==> src/rtl/seg_pkg.sv <==
// Shared seven-segment definitions: bit order, hex glyph codes, blank code.
// Latency: n/a (constants only).
// Backpressure: n/a.
package seg_pkg;

    // A segment code is {g,f,e,d,c,b,a}: bit 0 drives segment a, bit 6 drives g.
    // Codes below are active-high (1 = segment lit).
    localparam int SEG_A = 0;
    localparam int SEG_B = 1;
    localparam int SEG_C = 2;
    localparam int SEG_D = 3;
    localparam int SEG_E = 4;
    localparam int SEG_F = 5;
    localparam int SEG_G = 6;

    typedef logic [6:0] seg_code_t;

    localparam seg_code_t SEG_0     = 7'h3F;
    localparam seg_code_t SEG_1     = 7'h06;
    localparam seg_code_t SEG_2     = 7'h5B;
    localparam seg_code_t SEG_3     = 7'h4F;
    localparam seg_code_t SEG_4     = 7'h66;
    localparam seg_code_t SEG_5     = 7'h6D;
    localparam seg_code_t SEG_6     = 7'h7D;
    localparam seg_code_t SEG_7     = 7'h07;
    localparam seg_code_t SEG_8     = 7'h7F;
    localparam seg_code_t SEG_9     = 7'h6F;
    localparam seg_code_t SEG_HEX_A = 7'h77;
    localparam seg_code_t SEG_HEX_B = 7'h7C;
    localparam seg_code_t SEG_HEX_C = 7'h39;
    localparam seg_code_t SEG_HEX_D = 7'h5E;
    localparam seg_code_t SEG_HEX_E = 7'h79;
    localparam seg_code_t SEG_HEX_F = 7'h71;
    localparam seg_code_t SEG_BLANK = 7'h00;

endpackage

==> src/rtl/hex7seg.sv <==
// Hex nibble to active-high seven-segment glyph decoder.
// Latency: combinational, zero cycles.
// Backpressure: none. Ports: nibble (4b in), seg (7b {g..a} out).
module hex7seg
    import seg_pkg::*;
(
    input  logic [3:0] nibble,
    output seg_code_t  seg
);

    always_comb begin
        seg = SEG_BLANK;
        case (nibble)
            4'h0: seg = SEG_0;
            4'h1: seg = SEG_1;
            4'h2: seg = SEG_2;
            4'h3: seg = SEG_3;
            4'h4: seg = SEG_4;
            4'h5: seg = SEG_5;
            4'h6: seg = SEG_6;
            4'h7: seg = SEG_7;
            4'h8: seg = SEG_8;
            4'h9: seg = SEG_9;
            4'hA: seg = SEG_HEX_A;
            4'hB: seg = SEG_HEX_B;
            4'hC: seg = SEG_HEX_C;
            4'hD: seg = SEG_HEX_D;
            4'hE: seg = SEG_HEX_E;
            4'hF: seg = SEG_HEX_F;
            default: seg = SEG_BLANK;
        endcase
    end

endmodule

==> src/rtl/seg_scan_driver.sv <==
// Multiplexed seven-segment scan driver with PWM brightness and shadowed display data.
// Latency: outputs registered, one cycle behind the scan counter; load visible one edge after capture.
// Backpressure: none; load accepted every cycle. Ports: clk, rst_n, digits_in/dp_in/digit_en/brightness/load in; an/seg/dp/slot_tick out.
module seg_scan_driver
    import seg_pkg::*;
#(
    parameter int DIGITS     = 4,
    parameter int DIV        = 100000,
    parameter int DUTY_W     = 4,
    parameter bit ACTIVE_LOW = 1'b1
) (
    input  logic                  clk,
    input  logic                  rst_n,
    input  logic [4*DIGITS-1:0]   digits_in,
    input  logic [DIGITS-1:0]     dp_in,
    input  logic [DIGITS-1:0]     digit_en,
    input  logic [DUTY_W-1:0]     brightness,
    input  logic                  load,
    output logic [DIGITS-1:0]     an,
    output logic [6:0]            seg,
    output logic                  dp,
    output logic                  slot_tick
);

    localparam int Q_CNT = DIV / (2 ** DUTY_W);
    localparam int Q_W   = (Q_CNT > 1) ? $clog2(Q_CNT) : 1;
    localparam int K_W   = $clog2(DIGITS);

    localparam logic [Q_W-1:0]    Q_LAST = Q_W'(Q_CNT - 1);
    localparam logic [DUTY_W-1:0] P_LAST = {DUTY_W{1'b1}};
    localparam logic [K_W-1:0]    K_LAST = K_W'(DIGITS - 1);

    // XOR masks that turn active-high internal values into pin polarity;
    // they are also the inactive (dark) pin levels.
    localparam logic [DIGITS-1:0] AN_OFF  = {DIGITS{ACTIVE_LOW}};
    localparam logic [6:0]        SEG_OFF = {7{ACTIVE_LOW}};

    logic                  run;
    logic [Q_W-1:0]        q;
    logic [DUTY_W-1:0]     p;
    logic [K_W-1:0]        k;

    logic [4*DIGITS-1:0]   digits_sh;
    logic [DIGITS-1:0]     dp_sh;
    logic [DIGITS-1:0]     en_sh;
    logic [DUTY_W-1:0]     bright_sh;

    logic                  dead;
    logic                  lit;
    logic [DIGITS-1:0]     an_sel;
    seg_code_t             seg_hex;

    // Release synchroniser: the first edge after rst_n rises only arms the
    // scanner, so the counters leave (0,0,0) on the second edge and the
    // first slot_tick lands there.
    always_ff @(posedge clk or negedge rst_n) begin
        if (!rst_n) run <= 1'b0;
        else        run <= 1'b1;
    end

    // Prescaler (q: cycles within a sub-phase, p: sub-phase) and digit index.
    always_ff @(posedge clk or negedge rst_n) begin
        if (!rst_n) begin
            q <= '0;
            p <= '0;
            k <= '0;
        end else if (run) begin
            if (q == Q_LAST) begin
                q <= '0;
                p <= p + 1'b1;  // P_LAST is all ones, so p wraps by itself
                if (p == P_LAST) begin
                    k <= (k == K_LAST) ? '0 : k + 1'b1;
                end
            end else begin
                q <= q + 1'b1;
            end
        end
    end

    // Shadow registers: the only source of display content.
    always_ff @(posedge clk or negedge rst_n) begin
        if (!rst_n) begin
            digits_sh <= '0;
            dp_sh     <= '0;
            en_sh     <= '0;
            bright_sh <= '0;
        end else if (load) begin
            digits_sh <= digits_in;
            dp_sh     <= dp_in;
            en_sh     <= digit_en;
            bright_sh <= brightness;
        end
    end

    hex7seg u_hex7seg (
        .nibble (digits_sh[4*k +: 4]),
        .seg    (seg_hex)
    );

    // The first cycle of every slot stays dark so the previous digit's anode
    // can discharge before the next digit's segments appear.
    assign dead = (p == '0) && (q == '0);
    assign lit  = en_sh[k] && (p < bright_sh) && !dead;

    always_comb begin
        an_sel    = '0;
        an_sel[k] = 1'b1;
    end

    always_ff @(posedge clk or negedge rst_n) begin
        if (!rst_n) begin
            an        <= AN_OFF;
            seg       <= SEG_OFF;
            dp        <= ACTIVE_LOW;
            slot_tick <= 1'b0;
        end else if (!run) begin
            an        <= AN_OFF;
            seg       <= SEG_OFF;
            dp        <= ACTIVE_LOW;
            slot_tick <= 1'b0;
        end else begin
            an        <= (lit ? an_sel : '0) ^ AN_OFF;
            seg       <= (lit ? seg_hex : SEG_BLANK) ^ SEG_OFF;
            dp        <= (lit & dp_sh[k]) ^ ACTIVE_LOW;
            slot_tick <= dead;
        end
    end

endmodule

==> config.mk <==
export PLATFORM = sky130hd
export DESIGN_NAME = seg_scan_driver
export DESIGN_NICKNAME = d
export VERILOG_FILES = /design/src/rtl/seg_pkg.sv /design/src/rtl/hex7seg.sv /design/src/rtl/seg_scan_driver.sv
export SDC_FILE = /design/constraint.sdc
export NUM_CORES = 1
export LEC_CHECK = 0
export BUFFER_PORTS_ARGS = -buffer_cell sky130_fd_sc_hd__buf_2
export CORE_MARGIN = 4
export CORE_UTILIZATION = 30
export CTS_BUF_LIST = sky130_fd_sc_hd__clkbuf_8
export CTS_CLUSTER_DIAMETER = 50
export CTS_CLUSTER_SIZE = 25
export DETAILED_ROUTE_END_ITERATION = 7
export HOLD_SLACK_MARGIN = 0.06
export SLEW_MARGIN = 20
export SYNTH_ARGS = -nofsm -noshare
export SYNTH_HDL_FRONTEND = slang
export SYNTH_SLANG_ARGS = --single-unit
==> constraint.sdc <==
create_clock -name clk -period 5.5 [get_ports clk]
set_input_delay 1.1 -clock clk [delete_from_list [all_inputs] [get_ports clk]]
set_output_delay 1.1 -clock clk [all_outputs]
set_load 0.02 [all_outputs]
# After elaboration in Yosys (flattened, before gate mapping)
# Memory sizes are Yosys's and may differ from the RTL's.
# Index checks and enable logic that the tools add are counted.
totals:
  wordCells: 50
  latch_bits: 0
  register_bits: 61
  out_inout_bits: 13
  ramBits: 0
  romBits: 112
  memories: 1
  input_bits: 31
mem_list:
  columns: ["name", "depth", "width", "rd", "rd_ports_with_merged_regs", "write_ports", "line_no", "text"]
  rows:
  - ["(name not given)", 16, 7, 1, 0, 0, "hex7seg.sv:13", "case (nibble)"]
classes:
  addsub: 3
  div: 0
  n_reduce_logical: 9
  n_lt_le_gt_ge: 3
  eq_ne: 3
  shifts: 1
  bitwise: 4
  n_mux: 14
  multipliers: 0
op_table:
  columns: ["operator", "count"]
  rows:
  - ["indexed part select 16 x 5 -> 4 bit", 1]
  - ["two-way mux 7 bit", 2]
  - ["adder 13 x 1 -> 13 bit (second input constant)", 1]
  - ["equality test 13 bit (second input constant)", 1]
  - ["zero test 13 bit", 1]
  - ["two-way mux 13 bit", 1]
  - ["two-way mux 4 bit", 2]
  - ["NOT 7 bit", 1]
  - ["two-way mux 1 bit", 5]
  - ["adder 4 x 1 -> 4 bit (second input constant)", 1]
  - ["binary-select mux 1 bit (select 2 bit)", 2]
  - ["equality test 4 bit (second input constant)", 1]
  - ["logical AND 1 bit", 4]
  - ["zero test 4 bit", 1]
  - ["< comparator 4 bit", 1]
  - ["NOT 4 bit", 1]
  - ["< comparator 2 x 3 -> 1 bit (second input constant)", 1]
  - ["AND reduction 3 bit", 1]
  - ["adder 2 x 1 -> 2 bit (second input constant)", 1]
  - ["demux 1 bit (select 2 bit)", 1]
  - ["equality test 2 bit (second input constant)", 1]
  - ["greater-or-equal comparator 2 x 1 -> 1 bit (second input constant)", 1]
  - ["two-way mux 2 bit", 1]
  - ["AND reduction 2 bit", 1]
  - ["other kinds (3)", 3]

# Logic depth before layout (Yosys ltp)
# Gate-level depths: netlist of run 1.
depth:
  word_depth: 7
  mapped_depth: 8
  depth_no_buf: 7

# Cells and area by module
# From an unflattened synthesis of run 1, not the netlist that was laid out.
unflattened:
  hier_cells: 244
  area_unflattened_um2: 3019.1
modules_own_cells:
  columns: ["mod", "seq_area_each_um2", "area_per_inst_um2", "cells_per_inst", "n_inst"]
  rows:
  - ["seg_scan_driver", 1541.5, 2731.4, 211, 1]
  - ["hex7seg", 0.0, 287.8, 33, 1]

# Worst setup path before layout of run 1
# OpenSTA, ideal clock, no wires.
synth_timing:
  path_kind: "input-to-reg"
  from: "in load"
  to: "reg digits_sh[0]"
  arrival_ns: 1.975
  setup_time_ns: 0.125
  n_path_buf: 2
  slack_ns: 3.400
  stages: 3
  path_cell_list: "clkbuf_1 > buf_1 > mux2_2"
synth_rtl:
  columns: ["element", "line_no", "text"]
  rows:
  - ["start, declared", "seg_scan_driver.sv:18", "input logic load,"]
  - ["end signal, assigned", "seg_scan_driver.sv:88", "digits_sh <= digits_in;"]
  - ["end, declared", "seg_scan_driver.sv:43", "logic [4*DIGITS-1:0] digits_sh;"]
# No word-level cell between the ends.

# Worst setup path in the final report of run 1
layout_timing:
  from: "reg k[0]"
  to: "reg seg[0]"
layout_via:
  elab_chain_len: 7
  word_cells_on_any_way: 9
layout_lines:
  columns: ["element", "line_no", "text"]
  rows:
  - ["start, declared", "seg_scan_driver.sv:41", "logic [K_W-1:0] k;"]
  - ["start signal, assigned", "seg_scan_driver.sv:72", "k <= (k == K_LAST) ? '0 : k + 1'b1;"]
  - ["parallel branches: the longest is 4 deep, another holds memory read (16 x 7 bit)", null, null]
  - ["two-way mux 7 bit (*)", "seg_scan_driver.sv:123", "seg <= (lit ? seg_hex : SEG_BLANK) ^ SEG_OFF;"]
  - ["NOT 7 bit (no line) (*)", null, null]
  - ["two-way mux 7 bit (*)", "seg_scan_driver.sv:116", "end else if (!run) begin"]
  - ["end signal, assigned", "seg_scan_driver.sv:123", null]
  - ["end, declared", "seg_scan_driver.sv:20", "output logic [6:0] seg,"]
# Mark *: on every way between the ends. The select of a mux whose other input is x is not followed.
# A chain may end at the register's enable or synchronous reset.

==> out/qor.txt, run 1 <==
grt peak-use layer: met1
Worst setup endpoint: seg[0]
vias: 1993
# nets final: 350
Post-DRT Antenna Nets: 0
Starting Density: 0.308
FP Rows: 36
FF+latch count, synth: 61
peak supply drop: 0.129 mV
synthesized instance count: 255
TritonCTS clock tree: yes
post-synthesis sequential area ratio: 0.509
worst r2r src: k[0]
syn nets: 304
Via density: 4.54
drt initial violations: 68
Slew @ Worst Pin: 0.748 ns
Distinct cells, synth: 39
placed wire-length estimate: 4140 µm
GR Layer Usage met1: 0.153
GR Util met3: 0.0304
met2 usage: 0.147
drt first pass iters: 4
Area contributors post-synth: dfrtp_1 (41%), dfstp_2 (10%), mux2_2 (9.7%)
# resized after CTS: 0
max-slew violations: 0
crit-path leading delay family: flip-flops
final setup TNS: 0 ns
P_leak: 1.60 nW
top cell type's share of synthesized area: 0.405
Period Utilization, post-route: 0.427
Most used DFF post-synth: dfrtp_1
CP bufs+invs: 1
CP Class: flop to flop
crit-path cells: mux4_2, inv_1, ha_1, nor4b_1, a21oi_1, o31ai_1, o21ai_0
global placer's final weighted congestion: 0.813
Fmax: 425 MHz
Worst path depth: 7
worst hold slack: 0.506 ns
Critical Path Slowest Stage Cell: dfrtp_1
Slowest Stage Delay on Critical Path: 0.74 ns
antenna violations before repair: 0
Post-synth top cells: dfrtp_1 (49), mux2_2 (26), nand2_1 (23)
Post-Place Worst Slack: 3.14 ns
Crit. End Element: flop
layout cells sized above 1: 0.353
r2r endpoint: seg[0]
footprint of the multi-input gates: 1390 µm²
Worst setup SP type: flop
Max transition margin: 0.501
root buf cell: clkbuf_8
post-CTS setup buffers: 0
ANT cells: 0
clock sinks: 61
unrepaired setup endpoints after global routing: no
final setup vio count: 0
hold_buf cts: 0
cell depth of the worst flop-to-flop path: 7
Clk Latency, worst-skew pair: 0.33 ns
IO buf count: 43
die area: 11800 µm²
Reg area: 1540 µm²
Pwr Density: 323 nW/µm²
largest area contributor in the netlist: dfrtp_1
largest net degree at the start of global routing: 62
Final Core Density: 0.366
core area: 9820 µm²
min setup slack post-route: 3.15 ns
CTS Buffer Depth: 2
count leader, synth: dfrtp_1
vias in the first global route: 1989
IO Pins: 44
DRC Markers: 0
min cycle time layout: 2.35 ns
Avg Inst Size Synth: 11.9 µm²
# Max-Cap Violations: 0
total wire length: 5750 µm
routed len/inst: 13.1 µm
final hold vios: 0
htree depth: 3
fill count: 1006
Ys Warns: 0
ys async rst share: 1.00
outcome: finished clean
worst reg-to-reg setup slack: 3.15 ns
Clock transition at path regs: 0.07 ns
worst path required time: 5.76 ns
worst setup path startpoint: k[0]
GRT Overall Usage: 0.107
Clock Skews: 0.00846 ns
arrival time worst endpoint: 2.61 ns
DIE WIDTH: 108 µm
first-pass GRT wire length: 9630 µm
number of buffers created by CTS: 9
global route overflow: 0
Max Fanout on Critical Path: 15
layout overhead on the synthesized area: 18.7%
Hold Path Class: flop to flop
Post-Syn Area: 3030 µm²
Post-synth EDFFs: 0
Die Ht: 108 µm
-- layout make-up --
cell class / count / share of cell area
inverters: 14 / 0.0146
repair buffers: 44 / 0.0620
well taps: 133 / 0.0463
flip-flops and latches: 61 / 0.429
clock buffers: 10 / 0.0383
multi-input cells: 171 / 0.388
clock inverters: 6 / 0.0219
-- state kept, by name (all words and copies together), names as in the netlist --
signal     count
bright_sh      4
dp_sh          4
en_sh          4
an             4
seg            7
p              4
slot_tick      1
k              2
digits_sh     16
run            1
q             13
dp             1
-- worst register-to-register path, delay by kind of cell, from the launching register on --
family / cells / cell delay (ns)
compound gates: 3 / 0.39
fa+ha+maj: 1 / 0.28
buf+inv: 1 / 0.13
flops: 1 / 0.74
mux: 1 / 0.66
simple gates: 1 / 0.08
-- logic make-up after synthesis --
kind of cell / Yosys count / synth area share
DFF: 61 / 0.509
other: 1 / 0.00124
xor gates and xnor gates: 15 / 0.0434
buffers and inverters: 23 / 0.0306
muxes: 39 / 0.161
and+or+nand+nor: 75 / 0.136
adders and majority gates: 18 / 0.0744
AOI/OAI and AO/OA: 23 / 0.0442
-- layout by cell type (no fill, tap or decap), types with 4 or more instances in the layout --
cell type / instances
a21oi_1: 4
buf_2: 43
clkbuf_8: 10
dfrtp_1: 49
dfstp_2: 12
ha_1: 18
inv_1: 15
mux2_2: 26
mux2i_1: 6
mux4_2: 5
nand2_1: 23
nand3_1: 9
nand4_1: 6
nor2_1: 14
o21ai_0: 11
xnor2_1: 8
xor2_1: 7
-- per-stage QoR --
stage                     instance area (µm²)  std cells  power (mW)
after floorplan                          3030        255       0.676
after CTS                                3590        439        1.17
after global placement                   3380        423       0.733
after global routing                     3590        439        1.22
final                                    3590        439        1.16
after detailed placement                 3380        423       0.738
-- routing by layer --
metal	wire length, µm	share of wire
met5	0	0
met1	2890	0.50
met4	110	0.019
met2	2440	0.42
met3	300	0.052
-- report_power, final --
part / internal (mW) / switching, mW
Clock: 0.263 / 0.168
Sequential: 0.503 / 0.0406
Combinational: 0.0811 / 0.105
-- worst min-delay path by stage --
| stage | cells after the start | startpoint | endpoint |
|---|---|---|---|
| floorplan | 1 | digits_sh[8] | digits_sh[8] |
| global placement | 1 | digits_sh[3] | digits_sh[3] |
| detailed placement | 1 | dp_sh[1] | dp_sh[1] |
| CTS | 1 | en_sh[0] | en_sh[0] |
| global route | 1 | en_sh[1] | en_sh[1] |
| finish | 1 | en_sh[0] | en_sh[0] |
Power figures use the tool's default switching activity.
==> run 2, diff against run 1 <==
- clock period: 5.5 -> 2.15 ns (I/O delays scaled with it)
==> run 2 against run 1 <==
  * Sequential cell count unchanged
  * Worst hold slack worse by 0.42 ns
  * Fmax grew 19%
  * Final cell count up 1.1%
  * Critical path depth unchanged
  * Combinational power increased to 2.6 times the previous value
  * Final area up 1.3%
  * Via count rose by 1.4%
  * Global-route usage up 0.45 points
  * Register-to-register slack worse by 3.0 ns
  * Critical path type unchanged
  * Critical endpoint unchanged
  * Largest cell class unchanged
==> out/qor.txt, run 2 (synthesized netlist as in run 1, its figures left out) <==
crit-path cells: mux4_2, inv_1, ha_1, nor4b_1, a21oi_1, o31ai_1, o21ai_0
CP bufs+invs: 1 (unchanged)
root buf cell: clkbuf_8
max-slew violations: 0 (unchanged)
htree depth: 3 (unchanged)
Max Fanout on Critical Path: 7 (-8)
number of buffers created by CTS: 9 (unchanged)
vias in the first global route: 2024 (+1.8%)
Pwr Total: 2.93 mW (+150%)
Worst setup SP type: flop
# Max-Cap Violations: 0 (unchanged)
internal power: 2.12 mW (+150%)
count of non-filler cells in the finished layout: 444 (+1.1%)
Clock Skews: 0.00952 ns (+0.00105 ns)
Post-Place Worst Slack: 0.201 ns (-2.94 ns)
layout overhead on the synthesized area: 20.2%
Net Sw Power: 811 µW (+160%)
arrival time worst endpoint: 2.24 ns (-0.37 ns)
Max transition margin: 0.543 (+0.0416)
global route overflow: 0 (unchanged)
clock share of power: 0.362 (-0.009)
layout cells sized above 1: 0.363 (+0.0104)
Pwr Density: 807 nW/µm² (+150%)
Via density: 4.55 (+0.26%)
FP Rows: 36 (unchanged)
DIE WIDTH: 108 µm (unchanged)
min setup slack post-route: 0.174 ns (-2.97 ns)
max FFs per register: 16 (unchanged)
Largest regs: digits_sh x16, q x13, seg x7
fill count: 1026 (+2.0%)
post-CTS setup buffers: 0 (unchanged)
Clock transition at path regs: 0.07 ns (about the same)
# resized after CTS: 0 (unchanged)
switch share: 0.276 (+0.00665)
Post-DRT Antenna Nets: 0 (unchanged)
Slew @ Worst Pin: 0.682 ns (-0.0661 ns)
min cycle time layout: 1.98 ns (-0.375 ns)
antenna violations before repair: 0 (unchanged)
final setup vio count: 0 (unchanged)
IO buf count: 43 (unchanged)
Slowest Stage Delay on Critical Path: 0.60 ns (-0.14 ns)
IO Pins: 44 (unchanged)
DRC Markers: 0 (unchanged)
Clk Latency, worst-skew pair: 0.34 ns (about the same)
routed len/inst: 13.3 µm (+1.5%)
# nets final: 355 (+1.4%)
largest net degree at the start of global routing: 36 (-42%)
Period Utilization, post-route: 0.919 (+0.491)
sequential power share: 0.473 (+0.004)
drt initial violations: 83 (+22%)
first-pass GRT wire length: 9980 µm (+3.7%)
Critical Path Slowest Stage Cell: mux4_2
Crit. End Element: flop
GRT Overall Usage: 0.111 (+0.00447)
commonest cells after routing, fill and taps aside: dfrtp_1 (49), buf_2 (43), mux2_2 (26)
unrepaired setup endpoints after global routing: no
crit-path leading delay family: multiplexers
outcome: finished clean
CP Class: flop to flop
die area: 11800 µm² (unchanged)
vias: 2021 (+1.4%)
final setup TNS: 0 ns (unchanged)
ANT cells: 0 (unchanged)
Placed Cells: 428 (+1.2%)
Gate power share: 0.165 (+0.005)
Biggest register: digits_sh
Hold Path Class: input pin to async pin
core area: 9820 µm² (unchanged)
hold_buf cts: 0 (unchanged)
Die Ht: 108 µm (unchanged)
Fmax: 506 MHz (+19%)
final hold vios: 0 (unchanged)
placed wire-length estimate: 4470 µm (+7.9%)
global placer's final weighted congestion: 0.825 (+1.5%)
worst path required time: 2.41 ns (-3.35 ns)
peak supply drop: 0.385 mV (+200%)
total wire length: 5900 µm (+2.7%)
Final Core Density: 0.370 (+0.00459)
P_leak: 1.62 nW (+1.5%)
clock sinks: 61 (unchanged)
commonest non-fill, non-tap cell in the layout: dfrtp_1
CTS Buffer Depth: 2 (unchanged)
drt first pass iters: 6 (+2)
TritonCTS clock tree: yes
Starting Density: 0.308 (unchanged)
run 2: cell type report:
cell class,count,area [µm²],area share
Multi-Input combinational cell,171,1390,0.383
Timing Repair Buffer,49,273,0.0750
Clock inverter,4,46.3,0.0127
Sequential cell,61,1540,0.424
Inverter,14,52.6,0.0144
Clock buffer,12,165,0.0454
Tap cell,133,166,0.0458
run 2: worst paths after layout:
path	start	endpoint	slack, ns	cells after the start
max	k[0]	seg[0]	0.17	7
min	rst_n	q[8]	0.08	1
max reg2reg	k[0]	seg[0]	0.17	7
min reg2reg	digits_sh[1]	digits_sh[1]	0.51	1
max in group asynchronous	rst_n	dp	1.43	2
min in group clk	brightness[0]	bright_sh[0]	0.31	3
run 2: metrics by stage:
stage | instance area [µm²] | hold slack [ns]
after floorplan | 3030 | 0.134
after global placement | 3430 | 0.457
after detailed placement | 3430 | 0.463
after CTS | 3640 | 0.0951
after global routing | 3640 | 0.119
final | 3640 | 0.0838
run 2: power by group through the flow:
stage	sequential (mW)	combinational, mW	clock [mW]
2_1_floorplan	1.42	0.314	0
4_1_cts	1.39	0.495	1.09
5_1_grt	1.41	0.544	1.15
6_report	1.39	0.485	1.06
3_5_place_dp	1.41	0.491	0
3_3_place_gp	1.41	0.481	0
run 2: layer usage:
| layer | up-vias | global-route usage | routed length (µm) |
|---|---|---|---|
| li1 | 995 | - | - |
| met1 | 972 | 0.160 | 3010 |
| met2 | 48 | 0.150 | 2510 |
| met3 | 6 | 0.0358 | 300 |
| met4 | 0 | 0.0514 | 83 |
| met5 | - | 0 | 0 |
